<file path="src/rtl/zube_fifo_bridge_if.sv">
// rtl/zube_fifo_bridge_if.sv - Wishbone register bus between the SoC and the Z80 FIFO bridge
interface zube_fifo_bridge_if;
    logic        wb_cyc_in;
    logic        wb_stb_in;
    logic        wb_we_in;
    logic [31:0] wb_addr_in;
    logic [31:0] wb_data_in;
    logic        wb_ack_out;
    logic [31:0] wb_data_out;

    modport master (
        output wb_cyc_in, wb_stb_in, wb_we_in, wb_addr_in, wb_data_in,
        input  wb_ack_out, wb_data_out
    );

    modport slave (
        input  wb_cyc_in, wb_stb_in, wb_we_in, wb_addr_in, wb_data_in,
        output wb_ack_out, wb_data_out
    );
endinterface

</file>
<file path="src/rtl/zube_fifo_bridge.sv">
// rtl/zube_fifo_bridge.sv - Z80 I/O port to Wishbone bridge with one byte FIFO per direction
module zube_fifo_bridge #(
    parameter logic [31:0] BASE_ADDRESS   = 32'h3000_0000,
    parameter int          DEPTH_LOG2     = 4,
    parameter logic [7:0]  Z80_BASE_RESET = 8'h80
) (
    input  logic               clk,
    input  logic               reset_b,
    input  logic               z80_write_strobe_b,
    input  logic               z80_read_strobe_b,
    input  logic [7:0]         z80_address_bus,
    input  logic [7:0]         z80_data_bus_in,
    output logic [7:0]         z80_data_bus_out,
    output logic               z80_bus_dir,
    zube_fifo_bridge_if.slave  wb,
    output logic               irq_out
);
    localparam int          DEPTH     = 1 << DEPTH_LOG2;
    localparam int          CW        = DEPTH_LOG2 + 1;
    localparam logic [31:0] ADDR_BASE = BASE_ADDRESS;
    localparam logic [31:0] ADDR_DATA = BASE_ADDRESS + 32'd4;
    localparam logic [31:0] ADDR_STAT = BASE_ADDRESS + 32'd8;
    localparam logic [31:0] ADDR_IRQ  = BASE_ADDRESS + 32'd12;

    logic [1:0]            wr_sync, rd_sync;
    logic [7:0]            addr_meta, addr_sync, data_meta, data_sync;
    logic [1:0]            settle;
    logic                  wr_live, rd_live, wr_prev, rd_prev;
    logic [7:0]            wr_addr_lat, wr_data_lat;
    logic                  wr_b, rd_b, wr_rise, rd_fall, rd_rise, rd_pending;

    logic [7:0]            z80_base, z80_base_p1;
    logic [2:0]            irq_en;
    logic [3:0]            flags, flag_set, flag_clr;

    logic [7:0]            rx_mem [DEPTH];
    logic [7:0]            tx_mem [DEPTH];
    logic [DEPTH_LOG2-1:0] rx_wr_ptr, rx_rd_ptr, tx_wr_ptr, tx_rd_ptr;
    logic [CW-1:0]         rx_cnt, tx_cnt;
    logic                  rx_full, rx_empty, tx_full, tx_empty;
    logic                  rx_push, rx_pop, tx_push, tx_pop;
    logic                  rx_push_ok, rx_pop_ok, tx_push_ok, tx_pop_ok;

    logic                  sel_base, sel_data, sel_stat, sel_irq, wb_acc;
    logic [31:0]           rd_data;
    logic                  unused_wb_bits;

    assign unused_wb_bits = ^{wb.wb_data_in[31:16], wb.wb_data_in[11:8]};

    always_ff @(posedge clk or negedge reset_b) begin
        if (!reset_b) begin
            wr_sync   <= 2'b11;
            rd_sync   <= 2'b11;
            addr_meta <= '0;
            addr_sync <= '0;
            data_meta <= '0;
            data_sync <= '0;
        end else begin
            wr_sync   <= {wr_sync[0], z80_write_strobe_b};
            rd_sync   <= {rd_sync[0], z80_read_strobe_b};
            addr_meta <= z80_address_bus;
            addr_sync <= addr_meta;
            data_meta <= z80_data_bus_in;
            data_sync <= data_meta;
        end
    end

    assign wr_b = wr_sync[1];
    assign rd_b = rd_sync[1];

    // Edges only count once a strobe has been seen idle after the synchroniser has flushed,
    // so a strobe held low across reset release cannot fake a transfer.
    always_ff @(posedge clk or negedge reset_b) begin
        if (!reset_b) begin
            settle      <= 2'b00;
            wr_live     <= 1'b0;
            rd_live     <= 1'b0;
            wr_prev     <= 1'b1;
            rd_prev     <= 1'b1;
            wr_addr_lat <= '0;
            wr_data_lat <= '0;
        end else begin
            settle  <= {settle[0], 1'b1};
            wr_prev <= wr_b;
            rd_prev <= rd_b;
            if (settle[1] && wr_b) wr_live <= 1'b1;
            if (settle[1] && rd_b) rd_live <= 1'b1;
            if (!wr_b) begin
                wr_addr_lat <= addr_sync;
                wr_data_lat <= data_sync;
            end
        end
    end

    assign wr_rise     = wr_live & ~wr_prev & wr_b;
    assign rd_fall     = rd_live & rd_prev & ~rd_b;
    assign rd_rise     = rd_live & ~rd_prev & rd_b;
    assign z80_base_p1 = z80_base + 8'd1;

    always_ff @(posedge clk or negedge reset_b) begin
        if (!reset_b) begin
            z80_data_bus_out <= 8'h00;
            z80_bus_dir      <= 1'b0;
            rd_pending       <= 1'b0;
        end else if (rd_fall) begin
            if (addr_sync == z80_base) begin
                z80_data_bus_out <= tx_empty ? 8'hFF : tx_mem[tx_rd_ptr];
                z80_bus_dir      <= 1'b1;
                rd_pending       <= 1'b1;
            end else if (addr_sync == z80_base_p1) begin
                z80_data_bus_out <= {6'b0, ~rx_full, ~tx_empty};
                z80_bus_dir      <= 1'b1;
            end
        end else if (rd_rise) begin
            z80_bus_dir <= 1'b0;
            rd_pending  <= 1'b0;
        end
    end

    assign sel_base = (wb.wb_addr_in == ADDR_BASE);
    assign sel_data = (wb.wb_addr_in == ADDR_DATA);
    assign sel_stat = (wb.wb_addr_in == ADDR_STAT);
    assign sel_irq  = (wb.wb_addr_in == ADDR_IRQ);
    assign wb_acc   = wb.wb_cyc_in & wb.wb_stb_in & ~wb.wb_ack_out
                    & (sel_base | sel_data | sel_stat | sel_irq);

    assign rx_push = wr_rise & (wr_addr_lat == z80_base);
    assign rx_pop  = wb_acc & ~wb.wb_we_in & sel_data;
    assign tx_push = wb_acc & wb.wb_we_in & sel_data;
    assign tx_pop  = rd_rise & rd_pending;

    assign rx_full    = rx_cnt[DEPTH_LOG2];
    assign tx_full    = tx_cnt[DEPTH_LOG2];
    assign rx_empty   = (rx_cnt == '0);
    assign tx_empty   = (tx_cnt == '0);
    assign rx_push_ok = rx_push & ~rx_full;
    assign rx_pop_ok  = rx_pop & ~rx_empty;
    assign tx_push_ok = tx_push & ~tx_full;
    assign tx_pop_ok  = tx_pop & ~tx_empty;

    always_ff @(posedge clk) begin
        if (rx_push_ok) rx_mem[rx_wr_ptr] <= wr_data_lat;
        if (tx_push_ok) tx_mem[tx_wr_ptr] <= wb.wb_data_in[7:0];
    end

    always_ff @(posedge clk or negedge reset_b) begin
        if (!reset_b) begin
            rx_wr_ptr <= '0;
            rx_rd_ptr <= '0;
            rx_cnt    <= '0;
            tx_wr_ptr <= '0;
            tx_rd_ptr <= '0;
            tx_cnt    <= '0;
        end else begin
            if (rx_push_ok) rx_wr_ptr <= rx_wr_ptr + 1'b1;
            if (rx_pop_ok)  rx_rd_ptr <= rx_rd_ptr + 1'b1;
            if (tx_push_ok) tx_wr_ptr <= tx_wr_ptr + 1'b1;
            if (tx_pop_ok)  tx_rd_ptr <= tx_rd_ptr + 1'b1;
            rx_cnt <= rx_cnt + CW'(rx_push_ok) - CW'(rx_pop_ok);
            tx_cnt <= tx_cnt + CW'(tx_push_ok) - CW'(tx_pop_ok);
        end
    end

    // Flag order matches STATUS[15:12]: rx_ovf, rx_unf, tx_ovf, tx_unf.
    assign flag_set = {rx_push & rx_full, rx_pop & rx_empty, tx_push & tx_full, tx_pop & tx_empty};
    assign flag_clr = (wb_acc & wb.wb_we_in & sel_irq) ? wb.wb_data_in[15:12] : 4'b0000;

    always_comb begin
        rd_data = '0;
        if (sel_base) begin
            rd_data[7:0] = z80_base;
        end else if (sel_data) begin
            rd_data[7:0] = rx_empty ? 8'h00 : rx_mem[rx_rd_ptr];
        end else if (sel_stat) begin
            rd_data[16 +: CW] = rx_cnt;
            rd_data[15:12]    = flags;
            rd_data[0 +: CW]  = tx_cnt;
        end else if (sel_irq) begin
            rd_data[2:0] = irq_en;
        end
    end

    always_ff @(posedge clk or negedge reset_b) begin
        if (!reset_b) begin
            z80_base       <= Z80_BASE_RESET;
            irq_en         <= 3'b000;
            flags          <= 4'b0000;
            wb.wb_ack_out  <= 1'b0;
            wb.wb_data_out <= '0;
            irq_out        <= 1'b0;
        end else begin
            wb.wb_ack_out <= wb_acc;
            flags         <= (flags & ~flag_clr) | flag_set;
            if (wb_acc && !wb.wb_we_in) wb.wb_data_out <= rd_data;
            if (wb_acc && wb.wb_we_in && sel_base) z80_base <= wb.wb_data_in[7:0];
            if (wb_acc && wb.wb_we_in && sel_irq) irq_en <= wb.wb_data_in[2:0];
            irq_out <= (irq_en[0] & ~rx_empty) | (irq_en[1] & tx_empty) | (irq_en[2] & (|flags));
        end
    end
endmodule

</file>
<file path="src/flat_wrapper.sv">
// flat-port wrapper written by rule: the top's interface ports become plain ports
module zube_fifo_bridge_flat 
#(
    parameter logic [31:0] BASE_ADDRESS   = 32'h3000_0000,
    parameter int          DEPTH_LOG2     = 4,
    parameter logic [7:0]  Z80_BASE_RESET = 8'h80
)
  (clk, reset_b, z80_write_strobe_b, z80_read_strobe_b, z80_address_bus, z80_data_bus_in, z80_data_bus_out, z80_bus_dir, irq_out, wb_wb_cyc_in, wb_wb_stb_in, wb_wb_we_in, wb_wb_addr_in, wb_wb_data_in, wb_wb_ack_out, wb_wb_data_out);
  zube_fifo_bridge_if wb_i ();
  input  logic clk;
  input  logic reset_b;
  input  logic z80_write_strobe_b;
  input  logic z80_read_strobe_b;
  input  logic [7:0] z80_address_bus;
  input  logic [7:0] z80_data_bus_in;
  output logic [7:0] z80_data_bus_out;
  output logic z80_bus_dir;
  output logic irq_out;
  input wire logic [$bits(wb_i.wb_cyc_in)-1:0] wb_wb_cyc_in;
  input wire logic [$bits(wb_i.wb_stb_in)-1:0] wb_wb_stb_in;
  input wire logic [$bits(wb_i.wb_we_in)-1:0] wb_wb_we_in;
  input wire logic [$bits(wb_i.wb_addr_in)-1:0] wb_wb_addr_in;
  input wire logic [$bits(wb_i.wb_data_in)-1:0] wb_wb_data_in;
  output wire logic [$bits(wb_i.wb_ack_out)-1:0] wb_wb_ack_out;
  output wire logic [$bits(wb_i.wb_data_out)-1:0] wb_wb_data_out;
  assign wb_i.wb_cyc_in = wb_wb_cyc_in;
  assign wb_i.wb_stb_in = wb_wb_stb_in;
  assign wb_i.wb_we_in = wb_wb_we_in;
  assign wb_i.wb_addr_in = wb_wb_addr_in;
  assign wb_i.wb_data_in = wb_wb_data_in;
  assign wb_wb_ack_out = wb_i.wb_ack_out;
  assign wb_wb_data_out = wb_i.wb_data_out;
  zube_fifo_bridge #(.BASE_ADDRESS(BASE_ADDRESS), .DEPTH_LOG2(DEPTH_LOG2), .Z80_BASE_RESET(Z80_BASE_RESET)) u_core (.clk(clk), .reset_b(reset_b), .z80_write_strobe_b(z80_write_strobe_b), .z80_read_strobe_b(z80_read_strobe_b), .z80_address_bus(z80_address_bus), .z80_data_bus_in(z80_data_bus_in), .z80_data_bus_out(z80_data_bus_out), .z80_bus_dir(z80_bus_dir), .wb(wb_i), .irq_out(irq_out));
endmodule
</file>
<file path="config.mk">
export PLATFORM = sky130hd
export DESIGN_NAME = zube_fifo_bridge_flat
export DESIGN_NICKNAME = d
export VERILOG_FILES = /design/src/rtl/zube_fifo_bridge_if.sv /design/src/rtl/zube_fifo_bridge.sv /design/src/flat_wrapper.sv
export SDC_FILE = /design/constraint.sdc
export NUM_CORES = 1
export LEC_CHECK = 0
export ABC_AREA = 1
export CORE_MARGIN = 2
export CORE_UTILIZATION = 60
export CTS_CLUSTER_DIAMETER = 80
export CTS_CLUSTER_SIZE = 25
export DETAILED_ROUTE_END_ITERATION = 8
export GPL_ROUTABILITY_DRIVEN = 0
export GPL_TIMING_DRIVEN = 0
export PLACE_DENSITY = 0.82
export SLEW_MARGIN = 20
export SYNTH_ARGS = -nofsm -noshare
export SYNTH_HDL_FRONTEND = slang
export SYNTH_SLANG_ARGS = --single-unit
</file>
<file path="constraint.sdc">
create_clock -name clk -period 5.8 [get_ports clk]
set_input_delay 0.58 -clock clk [delete_from_list [all_inputs] [get_ports clk]]
set_output_delay 0.58 -clock clk [all_outputs]
set_load 0.005 [all_outputs]
</file>
==> flow_summary.json, run 1 <==
{
  "outcome": "finished clean",
  "cap_violations": 0,
  "min_period_ns": 3.41,
  "skew_ns": 0.0186,
  "post_drt_wl_per_cell_um": 20.2,
  "synthArstFlopShare": 0.333,
  "place_inst": 1862,
  "relSlewSlack": 0.248,
  "reg2reg_from": "u_core.tx_cnt[4]$_DFF_PN0_",
  "period_share": 0.588,
  "wl_met2_um": 19400,
  "vias_per_cell": 5.93,
  "clk_latency_ns": 0.53,
  "holdWs_ns": 0.351,
  "fp.dieArea_um2": 28200,
  "cts_resized": 0,
  "setup_ws_ns": 2.39,
  "portBuffers": 94,
  "largestRegisters": "u_core.rx_mem: 128 flops, u_core.tx_mem: 128 flops, u_core.wb.wb_data_out: 17 flops",
  "htreeDepth": 1,
  "final_common_cell": "edfxtp_1",
  "ys_seq_area_frac": 0.675,
  "cts_buffers": 19,
  "drtIter0Drc": 1461,
  "synth_top_area_share": 0.476,
  "ios": 130,
  "n_antenna_cell": 0,
  "avgSynthCellArea_um2": 11.4,
  "layout_common_cells": "256 x edfxtp_1, 234 x nor2_1, 209 x nand2_1",
  "ctsRootBufferMaster": "clkbuf_16",
  "synth_area_leaders": "edfxtp_1 48%, dfrtp_1 19%, nor2_1 5.4%",
  "grt_max_degree": 100,
  "fin_cells": 1897,
  "grt_pass1_vias": 11000,
  "min_path_type": "reg2reg",
  "final_area_um2": 18200,
  "drt-total-wl_um": 38400,
  "holdPathStages": 0,
  "synth_cells": 1412,
  "dpl_cell_area_um2": 17600,
  "max_freq_mhz": 293,
  "crit_path_end_kind": "flip-flop",
  "tightest_slew_ns": 1.12,
  "fp.dieH_um": 168,
  "yosys_warnings": 0,
  "worst_ep_required_time_ns": 6.24,
  "first_pass_iters": 6,
  "min_to": "u_core.data_sync[4]$_DFF_PN0_",
  "num_vias": 11300,
  "hold_path.startpoint": "u_core.data_meta[4]$_DFF_PN0_",
  "rsz0062_at_grt": "false",
  "r2r-end": "u_core.tx_cnt[4]$_DFF_PN0_",
  "total_power_mw": 4.85,
  "placementRows": 60,
  "crit_fanout": 9,
  "path_class": "reg2reg",
  "cts_tree": "built",
  "grt_overflow": 0,
  "track_usage": 0.271,
  "synthToLayoutAreaGrowth_pct": 12.7,
  "cts.sinks": 384,
  "nets": 1655,
  "final_util": 0.681,
  "drt_drc_violations_left": 0,
  "drtAntennaViolNets": 0,
  "finalHoldViolCount": 0,
  "rrSetupSlack_ns": 2.39,
  "initial_utilization": 0.604,
  "cts_buffer_depth": 3,
  "top_layer": "met4",
  "p_per_area_nw_per_um2": 267,
  "yosys.area.top_type": "edfxtp_1",
  "post-place-ws_ns": 2.03,
  "cp_data_arrival_time_ns": 3.86,
  "crit_path_start_kind": "flip-flop",
  "wl_met3_um": 3110,
  "synth_area_um2": 16100,
  "grt_pass1_wl_um": 59400,
  "core_um2": 26700,
  "dpl.hpwl_um": 26800,
  "tns_ns": 0,
  "total_leakage_power_nw": 6.93,
  "ys.flop_type": "edfxtp_1",
  "clkTransAtPathRegs_ns": 0.09,
  "drive_gt1_frac": 0.0758,
  "synth-seq-cells": 384,
  "synth_edf_count": 256,
  "setup_violations": 0,
  "synth_cell_type_count": 44,
  "die_w_um": 168,
  "peakVddDrop_v": 0.000259,
  "reg2regPathDepth": 12,
  "antenna_found_initial": 0,
  "met1_length_um": 13900,
  "report.final.slew_viol_count": 0
}
worst max-delay path: stages (launching register included):
cell and delay [ns]:
dfrtp_1 0.48, inv_1 0.26, nand4_1 0.55, nand2_1 0.34, inv_1 0.19, ha_1 0.32
inv_1 0.04, ha_1 0.20, fa_1 0.45, a21oi_1 0.17, nor2_1 0.06, nor2_1 0.12
xor2_1 0.17
cells by family after synthesis:
logic type      after synthesis  share of synthesized area
mux                          13                    0.00906
flops                       384                      0.675
other cells                   2                   0.000465
xor+xnor                     34                     0.0184
buf+inv                     161                     0.0432
fa+ha+maj                    25                     0.0203
simple gates                538                      0.141
compound gates              255                     0.0926
power by group:
part	switching, mW	internal (mW)
Clock	0.829	0.694
Sequential	0.0533	2.98
Combinational	0.174	0.120
final cells by class:
class	instances	area (µm²)
flip-flops and latches	384	10900
fillers	1916	8530
multi-input cells	881	4600
repair buffers	96	983
clock buffers	29	513
well taps	341	427
plain buffers	73	368
inverters	88	330
clock inverters	5	68.8
metal layers:
metal / GRT usage / vias up
met3: 0.0355 / 130
li1: - / 5076
met2: 0.479 / 645
met1: 0.336 / 5399
met4: 0.125 / 0
met5: 0 / -
Yosys cell counts (2+ instances only):
| master | instances |
|---|---|
| conb_1 | 2 |
| inv_1 | 83 |
| nor3_1 | 5 |
| nor2_4 | 5 |
| fa_1 | 2 |
| nand3b_1 | 3 |
| mux2_2 | 13 |
| or2_2 | 3 |
| a21oi_1 | 19 |
| nor2_2 | 7 |
| buf_1 | 2 |
| nor2_1 | 234 |
| nand3_2 | 7 |
| inv_2 | 3 |
| buf_4 | 15 |
| o22ai_1 | 35 |
| buf_2 | 12 |
| nand3_1 | 48 |
| nand2_2 | 5 |
| dfrtp_1 | 121 |
| o21ai_2 | 8 |
| o21ai_0 | 151 |
| xnor2_1 | 13 |
| edfxtp_1 | 256 |
| ha_1 | 23 |
| clkinv_1 | 2 |
| o211ai_1 | 6 |
| xor2_1 | 21 |
| a21boi_0 | 3 |
| clkbuf_1 | 41 |
| dfstp_2 | 7 |
| buf_6 | 3 |
| nand4_1 | 8 |
| o221ai_1 | 28 |
| nand2_1 | 209 |
how the worst max path moves through the flow:
stage                               startpoint                             to
floorplan                    wb_wb_addr_in[15]     u_core.rx_cnt[4]$_DFF_PN0_
global route        u_core.tx_cnt[4]$_DFF_PN0_     u_core.tx_cnt[4]$_DFF_PN0_
CTS                 u_core.tx_cnt[4]$_DFF_PN0_     u_core.tx_cnt[4]$_DFF_PN0_
detailed placement           wb_wb_addr_in[21]     u_core.rx_cnt[4]$_DFF_PN0_
global placement                       reset_b  u_core.addr_meta[4]$_DFF_PN0_
finish              u_core.tx_cnt[4]$_DFF_PN0_     u_core.tx_cnt[4]$_DFF_PN0_
repair_timing:
item                      4_1_cts  5_1_grt
setup buffers                   0        0
hold endpoints to repair       27        0
hold buffers                    1        0
(Power assumes the default switching activity.)
==> run 2, diff against run 1 <==
--- a/config.mk
+++ b/config.mk
@@ -7,13 +7,13 @@
 export LEC_CHECK = 0
 export ABC_AREA = 1
 export CORE_MARGIN = 2
-export CORE_UTILIZATION = 60
+export CORE_UTILIZATION = 58
 export CTS_CLUSTER_DIAMETER = 80
 export CTS_CLUSTER_SIZE = 25
 export DETAILED_ROUTE_END_ITERATION = 8
 export GPL_ROUTABILITY_DRIVEN = 0
 export GPL_TIMING_DRIVEN = 0
-export PLACE_DENSITY = 0.82
+export PLACE_DENSITY = 0.8
 export SLEW_MARGIN = 20
 export SYNTH_ARGS = -nofsm -noshare
 export SYNTH_HDL_FRONTEND = slang
==> constraint.sdc (replaced) <==
create_clock -name clk -period 3.3 [get_ports clk]
set_input_delay 0.33 -clock clk [delete_from_list [all_inputs] [get_ports clk]]
set_output_delay 0.33 -clock clk [all_outputs]
set_load 0.005 [all_outputs]
==> flow_summary.json, run 2 (synthesis results as in run 1) <==
{
  "path_class": "reg2reg",
  "grt_pass1_wl_um": 59500,
  "worstPathCellList": "inv_1 > nand4_1 > nand2_1 > inv_1 > ha_1 > inv_1 > ha_1 > fa_1 > a21oi_1 > nor2_1 > nor2_1 > xor2_1",
  "reg2reg_from": "u_core.tx_cnt[4]$_DFF_PN0_",
  "drt_drc_violations_left": 0,
  "initial_utilization": 0.585,
  "relSlewSlack": 0.310,
  "cts_buffer_depth": 3,
  "ios": 130,
  "crit_path_end_kind": "flip-flop",
  "first_pass_iters": 6,
  "cp_slowest_cell": "dfrtp_1",
  "n_antenna_cell": 0,
  "grt_pass1_vias": 11200,
  "cap_violations": 0,
  "cts.sinks": 384,
  "htreeDepth": 1,
  "grt_overflow": 0,
  "period_share": 0.903,
  "cts_buffers": 19,
  "crit_fanout": 6,
  "cp_data_arrival_time_ns": 3.42,
  "worst_ep_required_time_ns": 3.74,
  "drt-total-wl_um": 37700,
  "cp_common_cell": "inv_1",
  "p_per_area_nw_per_um2": 464,
  "rsz0062_at_grt": "false",
  "final_util": 0.659,
  "ctsRootBufferMaster": "clkbuf_16",
  "rrSetupSlack_ns": 0.32,
  "die_w_um": 171,
  "tns_ns": 0,
  "r2r-end": "u_core.tx_cnt[4]$_DFF_PN0_",
  "cts_resized": 0,
  "layout_common_cells": "256 x edfxtp_1, 234 x nor2_1, 209 x nand2_1",
  "drtAntennaViolNets": 0,
  "num_vias": 11100,
  "track_usage": 0.267,
  "post_drt_wl_per_cell_um": 19.5,
  "clk_latency_ns": 0.53,
  "min_period_ns": 2.98,
  "skew_ns": 0.0209,
  "crit_end": "u_core.tx_cnt[4]$_DFF_PN0_",
  "core_um2": 27600,
  "fp.dieArea_um2": 29200,
  "fp.dieH_um": 171,
  "cpPeakStageDelay_ns": 0.47,
  "startpoint": "u_core.tx_cnt[4]$_DFF_PN0_",
  "final_area_um2": 18200,
  "tightest_slew_ns": 1.03,
  "min_path_type": "in2reg",
  "drive_gt1_frac": 0.0746,
  "largestRegisters": "u_core.rx_mem: 128 flops, u_core.tx_mem: 128 flops, u_core.wb.wb_data_out: 17 flops",
  "finalHoldViolCount": 0,
  "dpl.hpwl_um": 26400,
  "cts_tree": "built",
  "grt_max_degree": 100,
  "dpl_cell_area_um2": 17600,
  "vias_per_cell": 5.75,
  "outcome": "finished clean",
  "max_freq_mhz": 336,
  "peakVddDrop_v": 0.000589,
  "setup_violations": 0,
  "nets": 1656,
  "portBuffers": 94,
  "final_common_cell": "edfxtp_1",
  "fill_cells": 2065,
  "antenna_found_initial": 0,
  "placementRows": 61,
  "crit_path_start_kind": "flip-flop",
  "synthToLayoutAreaGrowth_pct": 12.7,
  "report.final.slew_viol_count": 0,
  "total_leakage_power_nw": 6.91,
  "reg2regPathDepth": 12,
  "clkTransAtPathRegs_ns": 0.09,
  "drtIter0Drc": 1243
}
[run 2: worst max-delay path, delay by kind of cell, from the launching register on]
kind	cells	cell delay, ns
xor+xnor	1	0.16
simple gates	4	0.68
buf+inv	3	0.47
compound gates	1	0.16
fa+ha+maj	3	0.96
flops	1	0.47
[run 2: worst min-delay path by stage]
stage                                            to  cells past startpoint                           from
3_3_place_gp          u_core.data_sync[7]$_DFF_PN0_                      0  u_core.data_meta[7]$_DFF_PN0_
3_5_place_dp   u_core.wb.wb_data_out[4]$_DFFE_PN0N_                      1                        reset_b
4_1_cts                 u_core.rd_sync[0]$_DFF_PN1_                      1              z80_read_strobe_b
5_1_grt                 u_core.rd_sync[0]$_DFF_PN1_                      1              z80_read_strobe_b
6_report                u_core.wr_sync[0]$_DFF_PN1_                      1             z80_write_strobe_b
2_1_floorplan         u_core.addr_meta[0]$_DFF_PN0_                      0                        reset_b
[run 2: through the flow]
step | std cells | hold WS [ns] | setup WS [ns] | power [mW]
2_1_floorplan | 1426 | 0.0344 | 0.634 | 5.67
3_3_place_gp | 1898 | 0.331 | -3.19 | 5.91
3_5_place_dp | 1899 | 0.202 | -0.172 | 5.95
4_1_cts | 1934 | 0.178 | 0.347 | 8.47
5_1_grt | 1934 | 0.183 | 0.0805 | 8.71
6_report | 1934 | 0.197 | 0.321 | 8.44
[run 2: layout make-up]
type	count	area (µm²)	share of cell area
plain buffers	73	368	0.0202
clock buffers	31	520	0.0286
inverters	88	330	0.0181
flip-flops and latches	384	10900	0.599
repair buffers	97	991	0.0544
clock inverters	2	17.5	0.000962
well taps	378	473	0.0260
multi-input cells	881	4600	0.253
[run 2: per-layer routing]
layer / up-vias / GRT usage / part of all wire
li1: 5097 / - / -
met1: 5327 / 0.325 / 0.37
met2: 566 / 0.463 / 0.50
met3: 133 / 0.0372 / 0.074
met4: 0 / 0.143 / 0.055
met5: - / 0 / 0
[run 2: repair_timing]
action	4_1_cts	5_1_grt
endpoints found under the hold margin	29	0
endpoints found under the setup margin	1	0
hold buffers	1	0
buffers inserted	1	0
[run 2: report_power, final]
group / internal [mW] / switching, mW / total (mW)
Combinational: 0.216 / 0.311 / 0.528
Sequential: 5.24 / 0.0934 / 5.33
Clock: 1.10 / 1.47 / 2.58
